[src/rtl/piso_pkg.sv]
// piso_pkg: shared width constant and bit-count width helper for the PISO shifter.
package piso_pkg;
  localparam int DEFAULT_WIDTH = 10;
  function automatic int cnt_w(input int w);
    return $clog2(w + 1);
  endfunction
endpackage

[src/rtl/piso.sv]
// piso: parallel-in serial-out shifter, MSB (index 0) first, with remaining-bit count.
module piso
  import piso_pkg::*;
#(
  parameter int   WIDTH = DEFAULT_WIDTH,
  parameter logic FILL  = 1'b0
) (
  input  logic                      clk,
  input  logic                      reset,
  input  logic                      load,
  input  logic [0:WIDTH-1]          parallel_in,
  output logic [0:WIDTH-1]          int_re,
  output logic                      serial_ou,
  output logic                      busy,
  output logic [cnt_w(WIDTH)-1:0]   bit_cnt
);
  localparam int CW = cnt_w(WIDTH);
  logic [0:WIDTH-1] sr_q, sr_d;
  logic [CW-1:0]    cnt_q, cnt_d;
  // Shifting continues even when idle, so FILL drains through the register.
  always_comb begin
    sr_d  = load ? parallel_in : {sr_q[1:WIDTH-1], FILL};
    cnt_d = load ? CW'(WIDTH) : (cnt_q != '0 ? cnt_q - 1'b1 : cnt_q);
  end
  always_ff @(posedge clk or posedge reset) begin
    if (reset) begin
      sr_q  <= '0;
      cnt_q <= '0;
    end else begin
      sr_q  <= sr_d;
      cnt_q <= cnt_d;
    end
  end
  assign int_re    = sr_q;
  assign bit_cnt   = cnt_q;
  assign serial_ou = sr_q[0];
  assign busy      = cnt_q != '0;
endmodule

[config.mk]
export PLATFORM = sky130hd
export DESIGN_NAME = piso
export DESIGN_NICKNAME = d
export VERILOG_FILES = /design/src/rtl/piso_pkg.sv /design/src/rtl/piso.sv
export SDC_FILE = /design/constraint.sdc
export NUM_CORES = 1
export LEC_CHECK = 0
export BUFFER_PORTS_ARGS = -buffer_cell sky130_fd_sc_hd__buf_2
export CORE_MARGIN = 1
export CORE_UTILIZATION = 46
export CTS_CLUSTER_SIZE = 24
export DETAILED_ROUTE_END_ITERATION = 7
export HOLD_SLACK_MARGIN = 0.12
export PLACE_DENSITY = 0.79
export SYNTH_ARGS = -nofsm -noshare
export SYNTH_HDL_FRONTEND = slang
export SYNTH_SLANG_ARGS = --single-unit
[constraint.sdc]
create_clock -name clk -period 3.65 [get_ports clk]
set_input_delay 0.365 -clock clk [delete_from_list [all_inputs] [get_ports clk]]
set_output_delay 0.365 -clock clk [all_outputs]
set_load 0.01 [all_outputs]
# --- Yosys cells after proc, flatten, opt, wreduce, memory -nomap -nowiden ---
# Cells that the tools add are included.
# W data, S select, Z words.
word_totals:
  register_bits: 14
  in_bits: 13
classes:
  reduce_logical: 2
  add_sub_neg: 1
  n_mux: 3
ops:
  columns: ["operator", "count"]
  rows:
  - ["$mux W10", 1]
  - ["$mux W4", 2]
  - ["$reduce_bool A4 Y1", 1]
  - ["$sub A4 B1 Y4 const B", 1]
  - ["$reduce_bool A2 Y1", 1]

# --- Longest topological paths before layout ---
# Gate-level depths: netlist of the first run.
logic_depth:
  ltp_word: 3
  ltp_mapped: 5
  mapped_depth_nobuf: 5

# --- Worst setup path before layout of the first run ---
# OpenSTA, ideal clock, no wires.
synth_timing:
  path_type: "register to output"
  from: "reg cnt_q[0], in the netlist bit_cnt[0]"
  to: "out busy"
  n_path_buf: 0
  arrival_ps: 1063
  path_stages_with_launch: 5
  path_slack_ps: 2222
  required_time_ps: 3285
  path_cell_list: "dfrtp_1 inv_1 ha_1 nor3b_2 inv_1"
synth_between:
  elab_chain_cells: 1
synth_lines:
  columns: ["element", "line", "rtl"]
  rows:
  - ["from (decl)", "piso.sv:19", "logic [CW-1:0] cnt_q, cnt_d;"]
  - ["from (signal assigned)", "piso.sv:31", "cnt_q <= cnt_d;"]
  - ["$reduce_bool A4 Y1", "piso.sv:37", "assign busy = cnt_q != '0;"]
  - ["to (decl)", "piso.sv:14", "output logic busy,"]
# Every way passes these cells.

# --- Final worst setup path of the first run ---
# Ends and elaborated chain as after synthesis.

==> results of run 1 <==
-- how the worst max path moves through the flow --
stage,cells after the start,end
after detailed placement,5,busy
after floorplan,4,busy
final,5,busy
after global routing,5,busy
after global placement,5,busy
after CTS,5,busy
-- cell families after synthesis --
| logic type | Yosys count | share of synthesized area |
|---|---|---|
| compound gates | 3 | 0.0308 |
| flops | 14 | 0.575 |
| simple gates | 11 | 0.119 |
| buf+inv | 7 | 0.0534 |
| mux | 9 | 0.166 |
| fa+ha+maj | 2 | 0.0411 |
| xor+xnor | 1 | 0.0144 |
-- registers in the layout (all words and copies together), names as in the netlist --
signal	count
int_re	10
bit_cnt	4
-- Yosys cell counts --
library cell	count	share of area
a211o_1	1	0.014
a21oi_1	2	0.016
and2_1	1	0.010
buf_2	2	0.016
buf_4	1	0.012
dfrtp_1	14	0.57
ha_1	2	0.041
inv_1	4	0.025
mux2_1	4	0.074
mux2_2	5	0.092
nand2b_1	1	0.010
nor2_1	3	0.018
nor2b_1	2	0.021
nor3_1	1	0.0082
nor3b_1	1	0.012
nor3b_2	1	0.021
or3_4	1	0.018
xnor2_1	1	0.014
-- final cells by class --
type | count | area share
repair buffers | 28 | 0.182
well taps | 14 | 0.0227
multi-input cells | 26 | 0.293
clock buffers | 3 | 0.0292
inverters | 4 | 0.0194
flip-flops and latches | 14 | 0.454
-- stage by stage --
| stage | hold slack (ps) | power [mW] | instance area [sq um] |
|---|---|---|---|
| after floorplan | 254 | 0.236 | 609 |
| after global placement | 415 | 0.264 | 749 |
| after detailed placement | 417 | 0.267 | 749 |
| after CTS | 125 | 0.348 | 772 |
| after global routing | 158 | 0.364 | 772 |
| final | 108 | 0.342 | 772 |
-- power by group --
| group | total [mW] | switching, mW | internal, mW |
|---|---|---|---|
| Sequential | 0.184 | 0.0121 | 0.172 |
| Clock | 0.0808 | 0.0426 | 0.0381 |
| Combinational | 0.0774 | 0.0377 | 0.0397 |
-- per-layer routing --
layer / vias up / part of all wire / track usage / wire [um]
met3: 0 / 0.070 / 0.0872 / 72
met4: 0 / 0 / 0.0259 / 0
met1: 207 / 0.39 / 0.218 / 400
met5: - / 0 / 0 / 0
met2: 17 / 0.54 / 0.305 / 551
li1: 212 / - / - / -
==> results.toml, run 1 <==
[outcome]
status = "complete, no violations"

[synth]
synth_nets = 62
synth-seq-area-share = 0.575
synth.distinct_cells = 18
synth_warnings = 0
synth_area_sq_um = 609
synth_seq_cells = 14
syn-mean-instance-area_sq_um = 13.0
synthCells = 47

[worst_setup_path]
reg2reg_slack_ps = 2300
crit_chain = "inv_1 > ha_1 > nor3b_2 > inv_1 > buf_2"
cpMaxStageDelayCell = "dfrtp_1"
cp_common_cell = "inv_1"
arrival_ps = 1470
critPathRequiredTime_ps = 3280
slowest_delay_ps = 390
start_kind = "flip-flop"
reg2regPathDepth = 5
r2r_end = "bit_cnt[0]"
crit_start = "bit_cnt[0]"
critical-path-top-delay-family = "flip-flops"
endpoint_kind = "output pin"
worst-path-buf-inv = 3
cp_max_fo = 4
path_class = "flip-flop to output pin"
rr_startpoint = "bit_cnt[0]"

[cells_and_area]
fin_util = 0.659
final_cells = 89
drive_gt1_frac = 0.507
multiInputGateArea_sq_um = 226
seqCellArea_sq_um = 350
final_cell_mix = "buf_2 (28), dfrtp_1 (14), mux2_2 (5), inv_1 (4), mux2_1 (4)"
fillerInstances = 93
final_common_cell = "buf_2"
area_growth_pct = 26.7
nNetsFinal = 92
n_antenna_cell = 0

[die]
die_h_um = 38.4
num_rows = 12
die_area_sq_mm = 0.00147
initial_utilization = 0.520
chipWidth_um = 38.4
boundaryPins = 29
coreArea_sq_mm = 0.00117

[power_and_ir_drop]
power_density_mw_per_mm2 = 444
power.leakage_nw = 0.388
peakVddDrop_uv = 380

[sta]
hold_viol = 0
finalSetupTns_ps = 0
fin_skew_ps = 3.42
fin_crit_sh = 0.504
max_freq_mhz = 544
tightestPinTransition_ps = 504
setup_viol = 0
slew_viol_final = 0
fin_ws_ps = 1810
period_needed_ps = 1840
slew_headroom = 0.663
rsz0062_at_grt = "no"

[clock_network]
clock-sinks = 14
ctsResizeCount = 0
clock_path_buffers = 2
root_buffer = "clkbuf_4"
path_clk_slew_ps = 70
cts_hold_buf = 0
clock_latency_ps = 270
cts_setup_buffers = 0
htree_levels = 1
tritoncts = "done"
cts_buffers = 3

[placed_design]
dp_hpwl_um = 796
pre_cts_ws_ps = 2090
place_congestion = 0.696
dp_cells = 86
port_buffers = 28

[route]
drc = 0
via_per_inst = 4.90
post_drt_wl_per_cell_um = 11.5
routed_wl_um = 1020
antenna_left = 0
first_iter_violations = 0
vias = 436
first_pass_iters = 1

[global_route]
overflow = 0
antenna_found_initial = 0
grt_start_max_net_pins = 16
grtUsageTotal = 0.182
grt_pass1_vias = 407
grt_first_pass_wirelength_um = 1750

[worst_hold_path]
hold_class = "primary input to async pin"

[run]
cap_violations = 0
(Power assumes the default switching activity.)
==> inputs of run 2 (changes only) <==
- CORE_UTILIZATION: 46 -> 43
- PLACE_DENSITY: 0.79 -> 0.75
- clock period: 3.65 -> 1.7 ns (I/O delays scaled with it)
==> results.toml, run 2 (synthesized netlist as in run 1, its figures left out) <==
[global_route]
grt_start_max_net_pins = 16
overflow = 0
grt_pass1_vias = 435
antenna_found_initial = 0
grt_first_pass_wirelength_um = 1750
grtUsageTotal = 0.183

[power_and_ir_drop]
power_switching_mw = 0.222
clkPwrFrac = 0.281
pwr-share-seq = 0.478
p_sw_frac = 0.266
power_density_mw_per_mm2 = 914
intPower_mw = 0.612
combinationalPowerShare = 0.241
peakVddDrop_uv = 646
power.leakage_nw = 0.443

[worst_setup_path]
cp_max_fo = 4
cp_common_cell = "inv_1"
crit_chain = "inv_1 > ha_4 > nor3b_4 > inv_1 > buf_2"
cpMaxStageDelayCell = "dfrtp_1"
critPathRequiredTime_ps = 1530
critical-path-top-delay-family = "flip-flops"
arrival_ps = 1410
slowest_delay_ps = 410
worst-path-buf-inv = 3
path_class = "flip-flop to output pin"
start_kind = "flip-flop"
endpoint_kind = "output pin"

[placed_design]
port_buffers = 28
dp_cells = 87
dp_hpwl_um = 739
place_congestion = 0.583
pre_cts_ws_ps = 360

[sta]
slew_viol_final = 0
hold_ws_ps = 123
rsz0062_at_grt = "no"
slew_headroom = 0.665
tightestPinTransition_ps = 502
fin_skew_ps = 0.765
finalSetupTns_ps = 0
setup_viol = 0
max_freq_mhz = 634
hold_viol = 0
period_needed_ps = 1580
fin_ws_ps = 122
fin_crit_sh = 0.928

[route]
first_pass_iters = 1
post_drt_wl_per_cell_um = 10.8
vias = 470
via_per_inst = 4.61
drc = 0
first_iter_violations = 0
routed_wl_um = 1100
antenna_left = 0

[die]
chipWidth_um = 39.6
die_h_um = 39.6
initial_utilization = 0.462
coreArea_sq_mm = 0.00132
num_rows = 13
die_area_sq_mm = 0.00157
boundaryPins = 29

[clock_network]
clock_path_buffers = 2
tritoncts = "done"
cts_buffers = 3
clock_latency_ps = 280
htree_levels = 1
root_buffer = "clkbuf_4"
path_clk_slew_ps = 80
clock-sinks = 14

[outcome]
status = "complete, no violations"

[cells_and_area]
area_growth_pct = 49.9
fillerInstances = 97
final_cell_mix = "buf_2 (28), dfrtp_1 (14), dlygate4sd3_1 (10), mux2_2 (5), mux2_1 (4)"
drive_gt1_frac = 0.483
nNetsFinal = 103
fin_util = 0.693
largest_reg_flops = 10
final_common_cell = "buf_2"
final_cells = 102
n_antenna_cell = 0

[worst_hold_path]
hold_class = "primary input to flip-flop"

[run]
cap_violations = 0
-- run 2: path summary, 6_finish.rpt --
kind | endpoint | slack (ps) | cells past startpoint | from
setup / recovery | busy | 120 | 5 | bit_cnt[1]
hold / removal | int_re[5] | 120 | 2 | parallel_in[5]
setup reg to reg | bit_cnt[0] | 440 | 5 | bit_cnt[1]
hold reg to reg | int_re[2] | 500 | 1 | int_re[3]
max in group asynchronous | bit_cnt[1] | 910 | 3 | reset
min in group asynchronous | bit_cnt[2] | 450 | 3 | reset
-- run 2: stage by stage --
stage | cell area (sq um) | power [mW]
after global placement | 751 | 0.565
after CTS | 887 | 0.824
after global routing | 913 | 0.890
after detailed placement | 751 | 0.570
final | 913 | 0.835
after floorplan | 609 | 0.506
-- run 2: final cells by class --
type	instances	area, sq um	share of cell area
sequential	14	350	0.384
multi-input combinational	26	245	0.268
clock buffer	4	36.3	0.0397
tap	15	18.8	0.0205
inverter	4	15.0	0.0164
timing repair buffer	39	248	0.271
-- run 2: power by group through the flow --
stage	combinational [mW]	clock [mW]	sequential, mW
2_1_floorplan	0.0873	0	0.419
3_3_place_gp	0.163	0	0.402
3_5_place_dp	0.166	0	0.403
4_1_cts	0.184	0.243	0.397
5_1_grt	0.226	0.259	0.405
6_report	0.201	0.234	0.399
-- run 2: layer usage --
metal	part of all wire	vias to the layer above	wire length, um	GRT usage
li1	-	234	-	-
met1	0.43	214	470	0.198
met2	0.49	17	545	0.291
met3	0.060	5	66	0.102
met4	0.019	0	21	0.0776
met5	0	-	0	0
-- run 2: timing repair --
item	CTS	global route
hold endpoints to repair	23	0
setup buffers	0	1
hold buffers	10	0
gates resized for setup	0	4
setup endpoints to repair	0	1
==> inputs of run 3 (changes only) <==
- RECOVER_POWER: not set -> 100
==> results.toml, run 3 (synthesized netlist as in run 1, its figures left out) <==
[sta]
period_needed_ps = 1570
slew_headroom = 0.666
rsz0062_at_grt = "no"
fin_skew_ps = 0.599
slew_viol_final = 0
setup_viol = 0
max_freq_mhz = 635
fin_crit_sh = 0.926
tightestPinTransition_ps = 501
finalSetupTns_ps = 0
hold_viol = 0

[cells_and_area]
largest_reg_flops = 10
fillerInstances = 103
drive_gt1_frac = 0.299
area_growth_pct = 46.0
nNetsFinal = 103
final_common_cell = "clkbuf_1"
final_area_sq_um = 890
seqCellArea_sq_um = 350
final_cell_mix = "clkbuf_1 (15), dfrtp_1 (14), buf_2 (13), dlygate4sd3_1 (10), mux2_2 (5)"
multiInputGateArea_sq_um = 240
n_antenna_cell = 0

[die]
die_area_sq_mm = 0.00157
initial_utilization = 0.462
boundaryPins = 29
die_h_um = 39.6
chipWidth_um = 39.6
num_rows = 13
coreArea_sq_mm = 0.00132

[placed_design]
place_congestion = 0.583
port_buffers = 28
place_area_sq_um = 751
dp_hpwl_um = 739

[worst_setup_path]
arrival_ps = 1400
worst-path-buf-inv = 3
reg2reg_slack_ps = 440
endpoint_kind = "output pin"
slowest_delay_ps = 410
crit_chain = "inv_1 > ha_4 > nor3b_4 > inv_1 > buf_2"
start_kind = "flip-flop"
path_class = "flip-flop to output pin"
rr_startpoint = "bit_cnt[1]"
critical-path-top-delay-family = "flip-flops"
cp_common_cell = "inv_1"
reg2regPathDepth = 5
cp_max_fo = 4
critPathRequiredTime_ps = 1530
cpMaxStageDelayCell = "dfrtp_1"
r2r_end = "bit_cnt[0]"
cp_num_cells = 5

[worst_hold_path]
hold_class = "primary input to flip-flop"
worstHoldStart = "parallel_in[5]"
hold_depth = 2
holdPathEnd = "int_re[5]"

[global_route]
antenna_found_initial = 0
grt_pass1_vias = 435
grt_first_pass_wirelength_um = 1750
grtUsageTotal = 0.183
grt_start_max_net_pins = 16
overflow = 0

[power_and_ir_drop]
power.leakage_nw = 0.398
power_density_mw_per_mm2 = 923
peakVddDrop_uv = 646

[route]
first_iter_violations = 4
via_per_inst = 4.59
vias = 468
first_pass_iters = 2
routed_wl_um = 1110
antenna_left = 0
post_drt_wl_per_cell_um = 10.9
drc = 0

[run]
cap_violations = 0

[outcome]
status = "complete, no violations"

[clock_network]
tritoncts = "done"
path_clk_slew_ps = 80
root_buffer = "clkbuf_4"
clock_path_buffers = 2
clock_latency_ps = 280
clock-sinks = 14
htree_levels = 1
cts_buffers = 3
==> run 3: cell count changes in the layout (fill, tap and decap cells not counted) <==
cell / previous run / this run
buf_2: 28 / 13
or3_4: 1 / 0
or3_1: 0 / 1
clkbuf_1: 0 / 15
==> run 3: metal layers <==
metal  global-route usage  share of wire
met5                    0              0
met4               0.0776          0.019
met3                0.102          0.064
met2                0.291           0.50
met1                0.198           0.42
==> run 3: timing repair <==
action                                 4_1_cts  5_1_grt
endpoints found under the hold margin       23        0
setup buffers                                0        1
setup endpoints to repair                    0        1
hold buffers                                10        0
resized for setup                            0        4
==> run 3: cell type report <==
class | instances | area share
well taps | 15 | 0.0211
repair buffers | 39 | 0.257
multi-input cells | 26 | 0.270
inverters | 4 | 0.0169
flip-flops and latches | 14 | 0.394
clock buffers | 4 | 0.0408
==> run 3: worst max-delay path by stage <==
| stage | from | to | slack (ps) |
|---|---|---|---|
| 5_1_grt | bit_cnt[1] | busy | 7 |
| 6_report | bit_cnt[1] | busy | 130 |
| 3_5_place_dp | bit_cnt[0] | busy | 360 |
| 4_1_cts | bit_cnt[0] | busy | 40 |
| 2_1_floorplan | bit_cnt[0] | bit_cnt[0] | 440 |
| 3_3_place_gp | bit_cnt[0] | busy | 410 |
==> run 3: per-stage QoR <==
stage | worst slack, ps | hold WS, ps | power [mW] | instances | utilization
after floorplan | 441 | 59.2 | 0.506 | 47 | -
after global placement | 409 | 226 | 0.565 | 87 | 0.570
after detailed placement | 360 | 228 | 0.570 | 87 | 0.570
after CTS | 41.7 | 120 | 0.824 | 101 | 0.673
after global routing | 7.18 | 130 | 0.877 | 102 | 0.675
final | 126 | 123 | 0.821 | 102 | 0.675
==> run 3: report_power, final <==
group | internal (mW) | switching [mW] | total [mW]
logic | 0.0983 | 0.0886 | 0.187
registers | 0.369 | 0.0304 | 0.400
clock network | 0.130 | 0.104 | 0.234
total | 0.598 | 0.223 | 0.821
